[src/rtl/run_ctrl_if.sv]
// Control/status bundle between the run controller and whoever drives it
// (debug logic, bench, core). The master drives requests and core status;
// the slave is the run controller itself.
interface run_ctrl_if #(
  parameter int ADDR_W = 16,
  parameter int STEP_W = 16,
  parameter int CNT_W  = 32
);
  logic              run_req;
  logic              halt_req;
  logic              step_req;
  logic [STEP_W-1:0] step_n;
  logic              halt_instr;
  logic              bp_en;
  logic [ADDR_W-1:0] bp_addr;
  logic [ADDR_W-1:0] pc;
  logic              cpu_en;
  logic [1:0]        state;
  logic              bp_hit;
  logic [CNT_W-1:0]  cycle_count;

  modport master (
    output run_req, halt_req, step_req, step_n, halt_instr, bp_en, bp_addr, pc,
    input  cpu_en, state, bp_hit, cycle_count
  );

  modport slave (
    input  run_req, halt_req, step_req, step_n, halt_instr, bp_en, bp_addr, pc,
    output cpu_en, state, bp_hit, cycle_count
  );
endinterface

[src/rtl/run_ctrl.sv]
// Run/halt/single-step controller producing the core clock enable.
// Gates execution by free run, N-cycle stepping and a PC breakpoint, and
// counts enabled cycles. All outputs decode from registers only.
module run_ctrl #(
  parameter int ADDR_W = 16,
  parameter int STEP_W = 16,
  parameter int CNT_W  = 32
) (
  input  logic      clk,
  input  logic      reset,
  run_ctrl_if.slave bus
);

  typedef enum logic [1:0] {
    S_HALTED = 2'b00,
    S_RUN    = 2'b01,
    S_STEP   = 2'b10,
    S_BREAK  = 2'b11
  } state_t;

  state_t            state_q, state_d;
  logic [STEP_W-1:0] step_left_q, step_left_d;
  logic              bp_skip_q, bp_skip_d;
  logic [CNT_W-1:0]  cycle_count_q, cycle_count_d;

  logic              cpu_en;
  logic              bp_match;
  logic              step_ok;

  assign cpu_en   = (state_q == S_RUN) || (state_q == S_STEP);
  // Skip flag lets the core execute the breakpoint PC once after resuming.
  assign bp_match = bus.bp_en && (bus.pc == bus.bp_addr) && !bp_skip_q;
  assign step_ok  = bus.step_req && (bus.step_n != '0);

  // Next-state, step countdown, breakpoint skip and cycle counter.
  always_comb begin
    state_d       = state_q;
    step_left_d   = step_left_q;
    bp_skip_d     = bp_skip_q;
    cycle_count_d = cycle_count_q + CNT_W'(cpu_en);

    case (state_q)
      S_HALTED: begin
        if (bus.halt_req) begin
          state_d = S_HALTED;
        end else if (bus.run_req) begin
          state_d = S_RUN;
        end else if (step_ok) begin
          state_d     = S_STEP;
          step_left_d = bus.step_n;
        end
      end

      S_RUN, S_STEP: begin
        // The skip only covers the first enabled cycle after BREAK.
        bp_skip_d = 1'b0;
        if (state_q == S_STEP) begin
          step_left_d = step_left_q - STEP_W'(1);
        end
        if (bus.halt_req || bus.halt_instr) begin
          state_d     = S_HALTED;
          step_left_d = '0;
        end else if (bp_match) begin
          state_d     = S_BREAK;
          step_left_d = '0;
        end else if ((state_q == S_STEP) && (step_left_q == STEP_W'(1))) begin
          state_d     = S_HALTED;
          step_left_d = '0;
        end
      end

      S_BREAK: begin
        if (bus.halt_req) begin
          state_d = S_HALTED;
        end else if (bus.run_req) begin
          state_d   = S_RUN;
          bp_skip_d = 1'b1;
        end else if (step_ok) begin
          state_d     = S_STEP;
          step_left_d = bus.step_n;
          bp_skip_d   = 1'b1;
        end
      end

      default: state_d = S_HALTED;
    endcase
  end

  // State and counters, synchronously reset.
  always_ff @(posedge clk) begin
    if (reset) begin
      state_q       <= S_HALTED;
      step_left_q   <= '0;
      bp_skip_q     <= 1'b0;
      cycle_count_q <= '0;
    end else begin
      state_q       <= state_d;
      step_left_q   <= step_left_d;
      bp_skip_q     <= bp_skip_d;
      cycle_count_q <= cycle_count_d;
    end
  end

  assign bus.cpu_en      = cpu_en;
  assign bus.state       = state_q;
  assign bus.bp_hit      = (state_q == S_BREAK);
  assign bus.cycle_count = cycle_count_q;

endmodule

[src/flat_wrapper.sv]
// flat-port wrapper written by rule: the top's interface ports become plain ports
module run_ctrl_flat 
#(
  parameter int ADDR_W = 16,
  parameter int STEP_W = 16,
  parameter int CNT_W  = 32
)
  (clk, reset, bus_run_req, bus_halt_req, bus_step_req, bus_step_n, bus_halt_instr, bus_bp_en, bus_bp_addr, bus_pc, bus_cpu_en, bus_state, bus_bp_hit, bus_cycle_count);
  run_ctrl_if #(.ADDR_W(ADDR_W), .STEP_W(STEP_W), .CNT_W(CNT_W)) bus_i ();
  input  logic clk;
  input  logic reset;
  input wire logic [$bits(bus_i.run_req)-1:0] bus_run_req;
  input wire logic [$bits(bus_i.halt_req)-1:0] bus_halt_req;
  input wire logic [$bits(bus_i.step_req)-1:0] bus_step_req;
  input wire logic [$bits(bus_i.step_n)-1:0] bus_step_n;
  input wire logic [$bits(bus_i.halt_instr)-1:0] bus_halt_instr;
  input wire logic [$bits(bus_i.bp_en)-1:0] bus_bp_en;
  input wire logic [$bits(bus_i.bp_addr)-1:0] bus_bp_addr;
  input wire logic [$bits(bus_i.pc)-1:0] bus_pc;
  output wire logic [$bits(bus_i.cpu_en)-1:0] bus_cpu_en;
  output wire logic [$bits(bus_i.state)-1:0] bus_state;
  output wire logic [$bits(bus_i.bp_hit)-1:0] bus_bp_hit;
  output wire logic [$bits(bus_i.cycle_count)-1:0] bus_cycle_count;
  assign bus_i.run_req = bus_run_req;
  assign bus_i.halt_req = bus_halt_req;
  assign bus_i.step_req = bus_step_req;
  assign bus_i.step_n = bus_step_n;
  assign bus_i.halt_instr = bus_halt_instr;
  assign bus_i.bp_en = bus_bp_en;
  assign bus_i.bp_addr = bus_bp_addr;
  assign bus_i.pc = bus_pc;
  assign bus_cpu_en = bus_i.cpu_en;
  assign bus_state = bus_i.state;
  assign bus_bp_hit = bus_i.bp_hit;
  assign bus_cycle_count = bus_i.cycle_count;
  run_ctrl #(.ADDR_W(ADDR_W), .STEP_W(STEP_W), .CNT_W(CNT_W)) u_core (.clk(clk), .reset(reset), .bus(bus_i));
endmodule
[config.mk]
export PLATFORM = sky130hd
export DESIGN_NAME = run_ctrl_flat
export DESIGN_NICKNAME = d
export VERILOG_FILES = /design/src/rtl/run_ctrl_if.sv /design/src/rtl/run_ctrl.sv /design/src/flat_wrapper.sv
export SDC_FILE = /design/constraint.sdc
export NUM_CORES = 1
export LEC_CHECK = 0
export CAP_MARGIN = 25
export CELL_PAD_IN_SITES_DETAIL_PLACEMENT = 0
export CELL_PAD_IN_SITES_GLOBAL_PLACEMENT = 1
export CORE_MARGIN = 5
export CORE_UTILIZATION = 32
export CTS_CLUSTER_SIZE = 10
export DETAILED_ROUTE_END_ITERATION = 8
export GPL_ROUTABILITY_DRIVEN = 0
export PLACE_DENSITY = 0.75
export SLEW_MARGIN = 5
export SYNTH_ARGS = -nofsm -noshare
export SYNTH_HDL_FRONTEND = slang
export SYNTH_SLANG_ARGS = --single-unit
[constraint.sdc]
create_clock -name clk -period 2.2 [get_ports clk]
set_input_delay 0.44 -clock clk [delete_from_list [all_inputs] [get_ports clk]]
set_output_delay 0.44 -clock clk [all_outputs]
set_load 0.03 [all_outputs]
* Word level (Yosys, flattened, before mapping)
Cells that the tools add are included.
Word-level totals: flip-flop bits (word level) 51, bits of input ports 55, output and inout bits 36
Cells by class: add/sub/neg operators 2, eq/ne operators 13, multiplexer cells 19, reduce and logical (&&, ||, !) cells 15
Operators with widths (number):
- $mux 16 | 7
- $add 32x1->32 | 1
- $pmux 16 s2 | 1
- $eq 16x1->1 const B | 1
- $eq 16x16->1 | 1
- $reduce_bool 16->1 | 1
- $sub 16x1->16 const B | 1
- $mux 2 | 6
- $ne 4x1->1 const B | 2
- $ne 2x2->1 const B | 3
- $ne 5x1->1 const B | 1
- $eq 2x2->1 const B | 2
- $logic_and 1x1->1 | 4
- $pmux 2 s2 | 1
- $reduce_and 4->1 | 1
- $reduce_or 2->1 | 2
- $mux 1 | 3
- $ne 3x2->1 const B | 1
- $reduce_and 3->1 | 1
- $eq 2x1->1 const B | 1
- $logic_not 2->1 | 1
- $logic_or 1x1->1 | 2
- $ne 2x1->1 const B | 1
- $pmux 1 s2 | 1
- other kinds (3) | 3

* Longest topological paths before layout
depth after elaboration 6, gate-level depth with buffers 12

* Least setup slack after synthesis
OpenSTA, ideal clock, no wires.
path type register -> register, from register u_core.state_q[0] (netlist: u_core.bus.state[0]), to register u_core.cycle_count_q[26] (netlist: u_core.bus.cycle_count[26]), library setup time 71 ps, arrival 2764 ps, data required time 2129 ps, setup slack -634 ps, stages on the path, launching flop included 12, period minus slack after synthesis 2834 ps, cells stage by stage dfxtp_1 -> inv_1 -> ha_1 -> clkbuf_8 -> inv_1 -> ha_1 -> ha_1 -> nand2_1 -> nor4_4 -> nand4_2 -> or3_1 -> a21oi_1
On the way: word-level cells in the longest chain between the ends 3, elaborated cells on any way between the ends 4, those cells by class 1 x add/sub; 2 x eq/ne; 1 x reduce/logical
Ends and longest elaborated chain:
- from (decl) | RTL line run_ctrl.sv:21 | state_t state_q, state_d;
- from (signal assigned) | RTL line run_ctrl.sv:97 | state_q <= state_d;
- $eq 2x1->1 or $eq 2x2->1 (tied branches) | RTL line run_ctrl.sv:30 | assign cpu_en = (state_q == S_RUN) || (state_q == S_STEP);
- $logic_or 1x1->1 (*) | RTL line run_ctrl.sv:30
- named net bus_cpu_en | RTL line flat_wrapper.sv:20 | output wire logic [$bits(bus_i.cpu_en)-1:0] bus_cpu_en;
- $add 32x1->32 (*) | RTL line run_ctrl.sv:40 | cycle_count_d = cycle_count_q + CNT_W'(cpu_en);
- to (signal assigned) | RTL line run_ctrl.sv:100 | cycle_count_q <= cycle_count_d;
- to (decl) | RTL line run_ctrl.sv:24 | logic [CNT_W-1:0] cycle_count_q, cycle_count_d;
The timed path passes the listed nets; every way through them passes the cells marked *. A chain may end at the register's enable or synchronous reset.

* Worst setup path after layout
from register u_core.state_q[0] (netlist: u_core.bus.state[0]), to register u_core.cycle_count_q[26] (netlist: u_core.bus.cycle_count[26])
On the way: word-level cells in the longest chain between the ends 3, elaborated cells on any way between the ends 4, those cells by class 1 x add/sub; 2 x eq/ne; 1 x reduce/logical
Ends and longest elaborated chain (RTL line):
- $eq 2x1->1 or $eq 2x2->1 (tied branches) | run_ctrl.sv:30
- $logic_or 1x1->1 (*) | run_ctrl.sv:30
- $add 32x1->32 (*) | run_ctrl.sv:40
Every way passes the cells marked *; elsewhere a longest branch is shown, timed or not.

==> impl_metrics.xml <==
<?xml version="1.0" encoding="UTF-8"?>
<metrics>
  <group name="sta">
    <metric name="post-route-period-util" unit="%">95.3</metric>
    <metric name="finalClockSkew" unit="ns">0.0156</metric>
    <metric name="unrepaired_setup_endpoints_after_global_routing" unit="">true</metric>
    <metric name="hold_viol_final" unit="">0</metric>
    <metric name="worst_hold_slack" unit="ns">0.516</metric>
    <metric name="max-slew-margin-rel" unit="%">73.9</metric>
    <metric name="fin_ws" unit="ns">0.103</metric>
    <metric name="max_freq" unit="GHz">0.477</metric>
    <metric name="final-max-slew-violation-count" unit="">0</metric>
    <metric name="report.final.setup_viol" unit="">0</metric>
    <metric name="period_needed" unit="ns">2.10</metric>
    <metric name="timing_worst_slew_pin_value" unit="ns">0.386</metric>
  </group>
  <group name="synthesis">
    <metric name="synth-seq-area-share" unit="%">33.3</metric>
    <metric name="synth.distinct_cells" unit="">54</metric>
    <metric name="synthFlopType" unit="">dfxtp_1</metric>
    <metric name="postSynthAreaPerCell" unit="um^2">8.88</metric>
    <metric name="area_of_the_mapped_netlist" unit="um^2">3060</metric>
    <metric name="syn-num-nets" unit="">406</metric>
    <metric name="synthArstFlopShare" unit="%">0</metric>
    <metric name="yosys_warnings" unit="">0</metric>
    <metric name="synth_seq_cells" unit="">51</metric>
    <metric name="synthCells" unit="">345</metric>
    <metric name="synth_edf_count" unit="">0</metric>
  </group>
  <group name="clocking">
    <metric name="cts_hold_buffers" unit="">0</metric>
    <metric name="cts_clk_pin_slew_worst_paths" unit="ns">0.10</metric>
    <metric name="cts_made_buffers" unit="">5</metric>
    <metric name="clock_sink_count" unit="">51</metric>
    <metric name="h-tree-depth" unit="">2</metric>
    <metric name="tritoncts" unit="">built</metric>
    <metric name="clock_insertion_delay_worst_skew" unit="ns">0.31</metric>
    <metric name="cts_buffer_depth" unit="">2</metric>
    <metric name="clock_tree.root_cell" unit="">clkbuf_8</metric>
  </group>
  <group name="worst_hold_path">
    <metric name="hold_class" unit="">flop to flop</metric>
    <metric name="whs_path_depth" unit="">2</metric>
    <metric name="hold_ep" unit="">u_core.bus.cycle_count[5]</metric>
    <metric name="hold_path.startpoint" unit="">u_core.bus.cycle_count[5]</metric>
  </group>
  <group name="pwr">
    <metric name="clockPowerShare" unit="%">25.2</metric>
    <metric name="static-leakage-power" unit="nW">1.63</metric>
    <metric name="power.share.sequential" unit="%">45.8</metric>
    <metric name="max-vdd-ir-drop" unit="V">0.000291</metric>
    <metric name="power_density" unit="nW/um^2">479</metric>
    <metric name="switchingPower" unit="W">0.000689</metric>
    <metric name="internal_power" unit="W">0.00149</metric>
    <metric name="p_comb_share" unit="%">29.0</metric>
    <metric name="overall_power" unit="W">0.00218</metric>
    <metric name="sw_frac_of_total" unit="%">31.6</metric>
  </group>
  <group name="critical_path">
    <metric name="critPathArrivalTime" unit="ns">2.33</metric>
    <metric name="cp.buffers_inverters" unit="">2</metric>
    <metric name="start_kind" unit="">flop</metric>
    <metric name="cpPeakStageDelay" unit="ns">0.40</metric>
    <metric name="timing.critical_path.fanout_max" unit="">5</metric>
    <metric name="worstReg2RegStart" unit="">u_core.bus.state[0]</metric>
    <metric name="crit_path_frequent_cell" unit="">ha_4</metric>
    <metric name="cpMaxStageDelayCell" unit="">or3_1</metric>
    <metric name="reg2regPathDepth" unit="">10</metric>
    <metric name="worst_r2r_endpoint" unit="">u_core.bus.cycle_count[26]</metric>
    <metric name="crit_path_cell_trace" unit="">inv_2 &gt; ha_4 &gt; clkinvlp_4 &gt; ha_4 &gt; ha_4 &gt; nand2_4 &gt; nor4_4 &gt; nand4_2 &gt; or3_1 &gt; a21oi_2</metric>
    <metric name="timing.setup.critical_path_class" unit="">flop to flop</metric>
    <metric name="timing.critical_path.max_delay_family" unit="">simple AND/OR/NAND/NOR gates</metric>
    <metric name="critical_path.endpoint_type" unit="">flop</metric>
    <metric name="setup.reg_to_reg.worst_slack" unit="ns">0.10</metric>
    <metric name="critPathRequiredTime" unit="ns">2.43</metric>
  </group>
  <group name="final_layout">
    <metric name="filler_cell_count" unit="">925</metric>
    <metric name="design.final.nets" unit="">536</metric>
    <metric name="post-route-util" unit="%">49.0</metric>
    <metric name="area_growth_from_synthesis_to_layout" unit="%">48.4</metric>
    <metric name="final_cells" unit="">605</metric>
    <metric name="drive_gt1_share" unit="%">20.4</metric>
    <metric name="num_antenna_cells" unit="">0</metric>
  </group>
  <group name="route">
    <metric name="antenna_left" unit="">0</metric>
    <metric name="routed_wl" unit="um">8920</metric>
    <metric name="vias" unit="">3044</metric>
    <metric name="routed_wire_length_per_instance" unit="um">14.7</metric>
    <metric name="initial_drt_pass_iterations" unit="">4</metric>
    <metric name="drt-vias-per-instance" unit="">5.03</metric>
    <metric name="drt_iter0_markers" unit="">91</metric>
    <metric name="drc" unit="">0</metric>
  </group>
  <group name="global_route">
    <metric name="grt.total_usage" unit="%">15.0</metric>
    <metric name="grt_max_degree" unit="">29</metric>
    <metric name="via_count_of_the_first_global_routing_pass" unit="">3032</metric>
    <metric name="antenna_found_initial" unit="">0</metric>
    <metric name="grt_first_pass_wirelength" unit="um">14500</metric>
    <metric name="grt_overflow_total" unit="">0</metric>
  </group>
  <group name="floorplan">
    <metric name="floorplan.rows" unit="">35</metric>
    <metric name="chipWidth" unit="um">108</metric>
    <metric name="floorplan.die.height" unit="um">108</metric>
    <metric name="num_io_pins" unit="">91</metric>
    <metric name="area_of_the_core_region" unit="um^2">9280</metric>
    <metric name="initial_utilization" unit="%">33.0</metric>
    <metric name="design.die.area" unit="um^2">11600</metric>
  </group>
  <group name="placed_design">
    <metric name="dp_hpwl" unit="um">6790</metric>
    <metric name="placed_cells" unit="">592</metric>
    <metric name="io_buffer_count" unit="">90</metric>
    <metric name="dp_worst_setup_slack" unit="ns">-0.284</metric>
  </group>
  <group name="job">
    <metric name="max_cap_viols" unit="">0</metric>
  </group>
  <group name="status">
    <metric name="outcome" unit="">finished, final reports clean</metric>
  </group>
</metrics>
what timing repair did:
| item | 4_1_cts | 5_1_grt |
|---|---|---|
| setup buffers | 0 | 4 |
| endpoints found under the setup margin | 4 | 13 |
| gates resized for setup | 1 | 4 |
| gates cloned | 0 | 1 |
| pin swaps | 2 | 1 |
per-layer routing:
metal | vias to the layer above | routed length [um] | GRT usage, %
li1 | 1527 | - | -
met1 | 1414 | 4080 | 19.2
met2 | 92 | 4130 | 25.3
met3 | 11 | 563 | 3.42
met4 | 0 | 148 | 4.15
met5 | - | 0 | 0
registers in the layout, indices dropped and copies added, names as in the netlist:
register / count
u_core.bus.state: 2
u_core.bp_skip_q: 1
u_core.bus.cycle_count: 32
u_core.step_left_q: 16
synthesized netlist by cell type, types with 3 or more instances:
cell / count / area share (%)
o311ai_0: 3 / 0.86
clkbuf_8: 4 / 1.8
nand3_1: 22 / 3.6
o211ai_2: 4 / 1.6
nor2_1: 47 / 5.8
a32oi_1: 6 / 1.7
xnor2_1: 26 / 7.4
o221ai_1: 4 / 1.1
buf_6: 5 / 1.8
dfxtp_1: 51 / 33
xor2_1: 16 / 4.6
nor4_1: 6 / 1.2
ha_1: 6 / 2.5
inv_1: 8 / 0.98
and3_1: 6 / 1.2
and4_1: 3 / 0.86
o21ai_0: 5 / 0.82
a21oi_1: 9 / 1.5
nand4_1: 13 / 2.7
o211ai_1: 7 / 1.7
or3_1: 4 / 0.82
nand2_1: 30 / 3.7
o221ai_2: 6 / 2.9
a22oi_1: 10 / 2.5
clkbuf_1: 3 / 0.37
nor3_1: 5 / 0.82
area by class of cell:
| class | instances | area, um^2 | area share (%) |
|---|---|---|---|
| Clock buffer | 6 | 72.6 | 1.60 |
| Clock inverter | 2 | 13.8 | 0.303 |
| Inverter | 8 | 33.8 | 0.743 |
| Multi-Input combinational cell | 271 | 1950 | 42.9 |
| Sequential cell | 51 | 1030 | 22.6 |
| Tap cell | 129 | 161 | 3.55 |
| Timing Repair Buffer | 138 | 1280 | 28.3 |
per-stage QoR:
step	setup TNS [ns]	area, um^2
after floorplan	-1.16	3120
after global placement	-3.53	4400
after detailed placement	-3.84	4400
after CTS	0	4480
after global routing	-0.0316	4550
final	0	4550
cell usage in the layout, fill, tap and decap left out, types with 3 or more instances in the layout:
cell,n
o21ai_0,5
o211ai_2,4
nand3_1,22
xor2_1,16
o211ai_1,7
and3_1,6
nor2_2,3
and4_1,3
a22oi_1,10
clkbuf_8,5
o221ai_1,4
xnor2_1,26
a21oi_1,8
a32oi_1,6
ha_4,3
nand2_1,29
nand4_1,13
o221ai_2,6
nor2_1,46
nor3_1,5
buf_4,46
or3_1,4
ha_1,3
nor4_2,3
clkdlybuf4s50_1,89
dfxtp_1,49
o311ai_0,3
inv_1,6
nor4_1,4
how the worst max path moves through the flow:
stage                        start  depth (start not counted)                         end
3_5_place_dp            bus_pc[10]                          7       u_core.step_left_q[6]
6_report       u_core.bus.state[0]                         10  u_core.bus.cycle_count[26]
2_1_floorplan  u_core.bus.state[0]                         11  u_core.bus.cycle_count[26]
3_3_place_gp            bus_pc[10]                          7       u_core.step_left_q[6]
5_1_grt        u_core.bus.state[1]                          9  u_core.bus.cycle_count[26]
4_1_cts                 bus_pc[10]                          7       u_core.step_left_q[6]
worst reg2reg max path: stages, from the launching register on:
cell	delay, ns
dfxtp_4	0.36
inv_2	0.04
ha_4	0.23
clkinvlp_4	0.09
ha_4	0.14
ha_4	0.15
nand2_4	0.06
nor4_4	0.24
nand4_2	0.19
or3_1	0.40
a21oi_2	0.12
power groups by stage:
stage	registers, W	clock network, W	logic [W]
detailed placement	0.00102	0	0.000622
global placement	0.00102	0	0.000621
floorplan	0.00102	0	0.000355
CTS	0.000997	0.000577	0.000623
finish	0.000998	0.000548	0.000632
global route	0.00100	0.000607	0.000690
cell families (layout without fill, tap and decap cells):
family	count (synthesis)	after routing	synth area share, %
and+or+nand+nor	156	157	27.2
AOI/OAI and AO/OA	66	66	19.4
DFF	51	51	33.3
xor gates and xnor gates	42	42	12.0
buffers and inverters	24	154	5.64
adders and majority gates	6	6	2.45
Power figures use the tool's default switching activity.
